`src/rtl/seq_divider.sv`:
```
// Sequential unsigned restoring divider: one quotient bit per clock, start/busy/done handshake.
// Optional quotient-overflow flag output is compiled in with `define SEQ_DIVIDER_OVF_CHECK_EN.
module seq_divider #(
    parameter int DW = 10,
    parameter int VW = 5
) (
    input  logic          clk,
    input  logic          rst,
    input  logic          start,
    input  logic [DW-1:0] dividend,
    input  logic [VW-1:0] divisor,
    output logic          busy,
    output logic          done,
    output logic [DW-1:0] quotient,
    output logic [VW-1:0] remainder,
`ifdef SEQ_DIVIDER_OVF_CHECK_EN
    output logic          ovf,
`endif
    output logic          div_zero
);

    localparam int CW = (DW > 1) ? $clog2(DW) : 1;

    typedef enum logic [1:0] {
        IDLE = 2'd0,
        CALC = 2'd1,
        DONE = 2'd2
    } state_t;

    state_t        r_state;
    logic [DW-1:0] r_dvd;
    logic [VW-1:0] r_dvs;
    logic [VW-1:0] r_rem;
    logic [DW-1:0] r_quot;
    logic [CW-1:0] r_cnt;
    logic          r_busy;
    logic          r_done;
    logic          r_dz;
`ifdef SEQ_DIVIDER_OVF_CHECK_EN
    logic          r_ovf;
`endif

    // The shifted partial remainder carries one extra bit so it can exceed any divisor.
    logic [VW:0]   w_prem;
    logic          w_ge;
    logic [VW-1:0] w_diff;
    logic [VW-1:0] w_rem_next;
    logic [DW-1:0] w_quot_next;

    assign w_prem      = {r_rem, r_dvd[DW-1]};
    assign w_ge        = (w_prem >= {1'b0, r_dvs});
    assign w_diff      = VW'(w_prem - {1'b0, r_dvs});
    assign w_rem_next  = w_ge ? w_diff : w_prem[VW-1:0];
    assign w_quot_next = {r_quot[DW-2:0], w_ge};

    always_ff @(posedge clk) begin
        if (rst) begin
            r_state <= IDLE;
            r_dvd   <= '0;
            r_dvs   <= '0;
            r_rem   <= '0;
            r_quot  <= '0;
            r_cnt   <= '0;
            r_busy  <= 1'b0;
            r_done  <= 1'b0;
            r_dz    <= 1'b0;
`ifdef SEQ_DIVIDER_OVF_CHECK_EN
            r_ovf   <= 1'b0;
`endif
        end else begin
            case (r_state)
                // DONE accepts a new request exactly like IDLE so ops can run back to back.
                IDLE, DONE: begin
                    r_done <= 1'b0;
                    if (start) begin
                        r_dvd  <= dividend;
                        r_dvs  <= divisor;
                        r_rem  <= '0;
                        r_cnt  <= CW'(DW - 1);
`ifdef SEQ_DIVIDER_OVF_CHECK_EN
                        r_ovf  <= 1'b0;
`endif
                        if (divisor == '0) begin
                            r_quot  <= '1;
                            r_dz    <= 1'b1;
                            r_busy  <= 1'b0;
                            r_done  <= 1'b1;
                            r_state <= DONE;
`ifdef SEQ_DIVIDER_OVF_CHECK_EN
                            r_ovf   <= 1'b1;
`endif
                        end else begin
                            r_quot  <= '0;
                            r_dz    <= 1'b0;
                            r_busy  <= 1'b1;
                            r_state <= CALC;
                        end
                    end else begin
                        r_state <= IDLE;
                    end
                end
                CALC: begin
                    r_dvd  <= r_dvd << 1;
                    r_rem  <= w_rem_next;
                    r_quot <= w_quot_next;
                    r_cnt  <= r_cnt - 1'b1;
                    if (r_cnt == '0) begin
                        r_busy  <= 1'b0;
                        r_done  <= 1'b1;
                        r_state <= DONE;
`ifdef SEQ_DIVIDER_OVF_CHECK_EN
                        r_ovf   <= |w_quot_next[DW-1:VW];
`endif
                    end
                end
                default: begin
                    r_busy  <= 1'b0;
                    r_done  <= 1'b0;
                    r_state <= IDLE;
                end
            endcase
        end
    end

    assign busy      = r_busy;
    assign done      = r_done;
    assign quotient  = r_quot;
    assign remainder = r_rem;
    assign div_zero  = r_dz;
`ifdef SEQ_DIVIDER_OVF_CHECK_EN
    assign ovf       = r_ovf;
`endif

endmodule

```
`config.mk`:
```
export PLATFORM = sky130hd
export DESIGN_NAME = seq_divider
export DESIGN_NICKNAME = d
export VERILOG_FILES = /design/src/rtl/seq_divider.sv
export SDC_FILE = /design/constraint.sdc
export NUM_CORES = 1
export LEC_CHECK = 0
export ABC_AREA = 1
export CORE_MARGIN = 3
export CORE_UTILIZATION = 46
export DETAILED_ROUTE_END_ITERATION = 16
export GPL_TIMING_DRIVEN = 0
export HOLD_SLACK_MARGIN = 0.08
export PLACE_DENSITY_LB_ADDON = 0.15
export SYNTH_ARGS = -nofsm -noshare
export SYNTH_HDL_FRONTEND = slang
export SYNTH_SLANG_ARGS = --single-unit
```
`constraint.sdc`:
```
create_clock -name clk -period 1.6 [get_ports clk]
set_input_delay 0.16 -clock clk [delete_from_list [all_inputs] [get_ports clk]]
set_output_delay 0.16 -clock clk [all_outputs]
set_load 0.02 [all_outputs]
```
# ---- Word-level counts from Yosys, hierarchy flattened
# Cells that the tools add are included.
dict set report op_classes {
  add_sub_neg 2
  n_mul 0
  div_mod_pow 0
  order_cmp 1
  n_eq_ne 4
  shift 0
  mux 22
  n_bitwise 0
  reduce_logical 8
}
# cell count
set ops {}
lappend ops {{$pmux W10 S2} 2}
lappend ops {{$mux W10} 3}
lappend ops {{$mux W5} 2}
lappend ops {{$pmux W5 S2} 1}
lappend ops {{$pmux W4 S2} 1}
lappend ops {{$ge A6 B5 Y1} 1}
lappend ops {{$mux W1} 6}
lappend ops {{$mux W2} 3}
lappend ops {{$reduce_and A2 Y1} 3}
lappend ops {{$logic_not A5 Y1} 1}
lappend ops {{$sub A5 B5 Y5} 1}
lappend ops {{$logic_not A4 Y1} 1}
lappend ops {{$mux W4} 1}
lappend ops {{$ne A2 B2 Y1 const B} 2}
lappend ops {{$pmux W1 S2} 2}
lappend ops {{$pmux W2 S2} 1}
lappend ops {{$sub A4 B1 Y4 const B} 1}
lappend ops {{$eq A2 B1 Y1 const B} 1}
lappend ops {{$eq A2 B2 Y1 const B} 1}
lappend ops {{$logic_not A2 Y1} 1}
lappend ops {{$reduce_bool A2 Y1} 1}
lappend ops {{$reduce_or A2 Y1} 1}
dict set report totals {
  ff_bits 39
  latchBits 0
  mem_bits_rw 0
  romBits 0
  inputBits 18
  out_inout_bits 18
  word_cells 46
  mem_count 0
}

# ---- Depth between registers and ports, before layout
dict set report depth {
  depth_word 4
  mapped_depth 11
  ltp_nobuf 11
}

# ---- Least setup slack after synthesis
# OpenSTA, ideal clock, no wires.
dict set report synth_path {
  path_kind {reg2reg}
  from {reg r_rem[0] (netlist: remainder[0])}
  to {reg r_rem[3] (netlist: remainder[3])}
  setup_time_ns 0.128
  t_arrival_ns 1.552
  t_required_ns 1.472
  setup_slack_ns -0.080
  stages_incl_launch_ff 11
  path_buffers 0
  period_less_slack_ns 1.680
  cell_sequence {dfxtp_1 inv_1 fa_1 nand2_1 inv_1 nor2_4 nor2_4 nor2_2 nor2_1 nor2_1 nor2_1}
}
dict set report synth_between {
  elab_chain_len 3
  elab_cells_between_ends 4
  classes_between {add/sub: 1; order compare: 1; mux: 2}
}
# element line
set synth_rtl {}
lappend synth_rtl {{from (decl)} 33} ;# logic [VW-1:0] r_rem;
lappend synth_rtl {{from (signal assigned)} 104} ;# r_rem <= w_rem_next;
lappend synth_rtl {{$sub A5 B5 Y5 / $ge A6 B5 Y1 (equally long branches)} {52, 51}}
lappend synth_rtl {{$mux W5 (*)} 53} ;# assign w_rem_next = w_ge ? w_diff : w_prem[VW-1:0];
lappend synth_rtl {{$pmux W5 S2 (*)} 71} ;# case (r_state)
# Every way passes the cells marked *; elsewhere a longest branch is shown, timed or not.
# A chain may end at the register's enable or synchronous reset.

# ---- Final worst setup path
dict set report layout_path {
  from {reg r_dvd[9]}
  to {reg r_rem[3] (netlist: remainder[3])}
}
dict set report layout_between {
  elab_chain_len 3
  elab_cells_between_ends 4
  classes_between {add/sub: 1; order compare: 1; mux: 2}
}
# element line
set layout_rtl {}
lappend layout_rtl {{from (decl)} 31} ;# logic [DW-1:0] r_dvd;
lappend layout_rtl {{from (signal assigned)} 76} ;# r_dvd <= dividend;
lappend layout_rtl {{from (signal assigned)} 103} ;# r_dvd <= r_dvd << 1;
lappend layout_rtl {{$sub A5 B5 Y5 / $ge A6 B5 Y1 (equally long branches)} {52, 51}}
lappend layout_rtl {{$mux W5 (*)} 53}
lappend layout_rtl {{$pmux W5 S2 (*)} 71}
# Marks and branches as above.

==> summary.txt <==
Finish
  • Multi-input gate area: 966 um2
  • Fillers: 357
  • Final Core Density: 0.651
  • Register area: 763 um2
  • Ant diodes: 0
  • Syn-to-layout area delta: 32.5%
  • Layout cells sized above 1: 0.161
  • Fin nets: 310

Clock tree
  • Root Buffer: clkbuf_8
  • Hold bufs inserted after CTS: 0
  • Post-CTS Setup Bufs: 0
  • Clk sinks: 38
  • Clock Pin Slew Worst Setup and Hold Paths: 80 ps
  • Clock Path Buffers: 2
  • Clk_lat worst skew: 300 ps
  • H-Tree Depth: 2
  • TritonCTS clock tree: built
  • Num CTS Buffers: 5

Placed design
  • # port buffers: 35
  • Post-DP HPWL: 3.08 mm
  • GP Congestion: 0.817
  • Pre-CTS setup slack: -80.0 ps

STA
  • Maximum clock frequency: 0.631 GHz
  • Least-Margin Pin Slew: 506 ps
  • RSZ-0062 raised after global routing: yes
  • Final Slew Violations: 0
  • Post-layout worst setup margin: 14.7 ps
  • Period Utilization, post-route: 0.991
  • Final min period: 1590 ps
  • Final setup fails: 0
  • Worst clock skew: 4.70 ps
  • Hold_ws: 425 ps
  • Final Hold Fails: 0
  • Rel. slew slack: 0.663

Power and ir drop
  • Clk pwr share: 0.356
  • Power Density: 1160 mW/mm2
  • Combinational power share: 0.266
  • Final Total Pwr: 2.86 mW
  • Switching fraction of total power: 0.298
  • Sequential Power Share: 0.379
  • Leakage: 1.00 nW
  • VDD IR max: 0.683 mV
  • Switching Power: 852 uW
  • Pint: 2.01 mW

Floorplanning
  • IO Pins: 36
  • Die W: 69.5 um
  • Total die area: 0.00483 mm2
  • Die Span Y: 69.5 um
  • Initial Util: 0.491
  • Core area: 0.00377 mm2
  • Cell Rows: 22

Global routing
  • GRT overflow: 0
  • Initial antenna violation count: 0
  • Global Route Usage Sum: 0.191
  • Largest net degree at the start of global routing: 13
  • First-pass GRT wire length: 7.51 mm
  • Vias in the first global route: 1631

Synth
  • Synthesized Nets: 268
  • Register area share after synthesis: 0.411
  • Mapped Cells: 242
  • #FFs+latches synth: 38
  • Yosys warns: 0
  • Syn_area_per_cell: 7.66 um2
  • Distinct cell type count after synthesis: 28
  • Top cell type's share of synthesized area: 0.411
  • Synth area leader: dfxtp_1
  • Area contributors post-synth: dfxtp_1 41%, nand2_1 11%, ha_1 4.7%
  • Mapped Area: 0.00185 mm2

Flow run
  • Max-cap viol count: 0

Setup path
  • Critical Path AT: 1750 ps
  • Worst path slowest cell: fa_2
  • Worst setup EP type: flop
  • CP peak stage delay: 360 ps
  • Most used cell, CP: nor2_1
  • CP cell instances: inv_2 -> ha_4 -> fa_2 -> nand2_2 -> inv_2 -> nor2_4 -> nor2_4 -> nor2_2 -> nor2_1 -> nor2_1 -> nor2_1
  • CP Max Fanout: 6
  • Required @ worst endpoint: 1770 ps
  • Critical Path Start Type: flop
  • Critical path class: flop to flop

Route
  • Iter 0 DRT Violations: 74
  • Via count: 1726
  • WL final: 4.31 mm
  • Post-route ant nets: 0
  • DR WL/cell: 12.9 um
  • Drt first pass iters: 4
  • DRC: 0
  • DR vias/cell: 5.18

Status
  • Outcome: finished, final reports clean

Min path
  • Hold Crit Class: input port to flop
critical path, delay by kind of cell (launching register included):
family | cells | cell delay, ps
adders and majority gates | 2 | 510
buffers and inverters | 2 | 90
DFF | 1 | 330
and+or+nand+nor | 7 | 510
timing repair:
action | 4_1_cts | 5_1_grt
resized for setup | 5 | 6
setup endpoints to repair | 4 | 5
cloned | 0 | 0
pin swaps | 4 | 2
sequential cells by signal, summed over array words and instances (netlist names):
register	count
r_dvd	10
remainder	5
r_cnt	4
busy	1
r_dvs	5
div_zero	1
done	1
r_state	1
quotient	10
layer usage:
metal	vias to the layer above	track usage	part of all wire	wire [um]
met2	30	0.306	0.48	2080
met4	0	0.0456	0.011	47
met3	7	0.0565	0.045	193
met5	-	0	0	0
met1	798	0.252	0.46	1990
li1	891	-	-	-
area by class of cell:
type	count	share of cell area
plain buffers	11	0.0285
clock buffers	6	0.0336
clock inverters	2	0.0245
inverters	27	0.0413
multi-input cells	166	0.393
flip-flops and latches	38	0.311
well taps	48	0.0245
repair buffers	35	0.144
final timing paths:
kind                            cells past startpoint  slack, ps            to   startpoint
worst min-delay path                                3        420      r_dvd[0]  dividend[0]
worst max register to register                     11         10  remainder[3]     r_dvd[9]
worst max-delay path                               11         10  remainder[3]     r_dvd[9]
worst min register to register                      2        470          busy         busy
cells by family (layout without fill, tap and decap cells):
group,after synthesis,after routing,synth area share
AO/OA/AOI/OAI,48,48,0.161
adder cells (fa/ha/maj),8,8,0.0581
buffers and inverters,38,81,0.0925
flip-flops,38,38,0.411
AND/OR/NAND/NOR,110,110,0.278
layout by cell type, fill, tap and decap left out, types with 2 or more instances in the layout:
cell type        instances
nor2_4                   4
inv_2                    8
nor3_1                  10
buf_2                    5
inv_1                   19
ha_1                     4
buf_4                    2
clkbuf_1                 2
nand2_1                 52
clkdlybuf4s50_1         34
nand3_1                 13
ha_4                     3
dfxtp_2                  2
o21ai_0                  9
clkbuf_8                 6
nand2_2                  5
buf_6                    2
o221ai_1                 8
dfxtp_1                 36
a21oi_1                 16
bufinv_16                2
nor2_1                  22
a31oi_1                 10
through the flow:
step	setup TNS, ps	instances	instance area [um2]
global route	-171	333	2460
finish	0	333	2460
CTS	0	333	2430
global placement	-180	325	2270
floorplan	0	242	1860
detailed placement	-186	325	2270
power by group through the flow:
| stage | Sequential [mW] | Clock [mW] | Combinational (mW) |
|---|---|---|---|
| after floorplan | 1.12 | 0 | 0.490 |
| after global placement | 1.10 | 0 | 0.716 |
| after detailed placement | 1.10 | 0 | 0.724 |
| after CTS | 1.08 | 1.03 | 0.737 |
| after global routing | 1.09 | 1.07 | 0.851 |
| final | 1.08 | 1.02 | 0.759 |
cell usage after synthesis, drive strengths merged:
library cell,number
nand2,58
inv,27
buf,9
o22ai,1
fa,1
nor3,11
nand3,14
nor2,27
a21oi,17
dfxtp,38
a211oi,2
o221ai,8
clkbuf,2
o21ai,10
ha,7
a31oi,10
(Power assumes the default switching activity.)
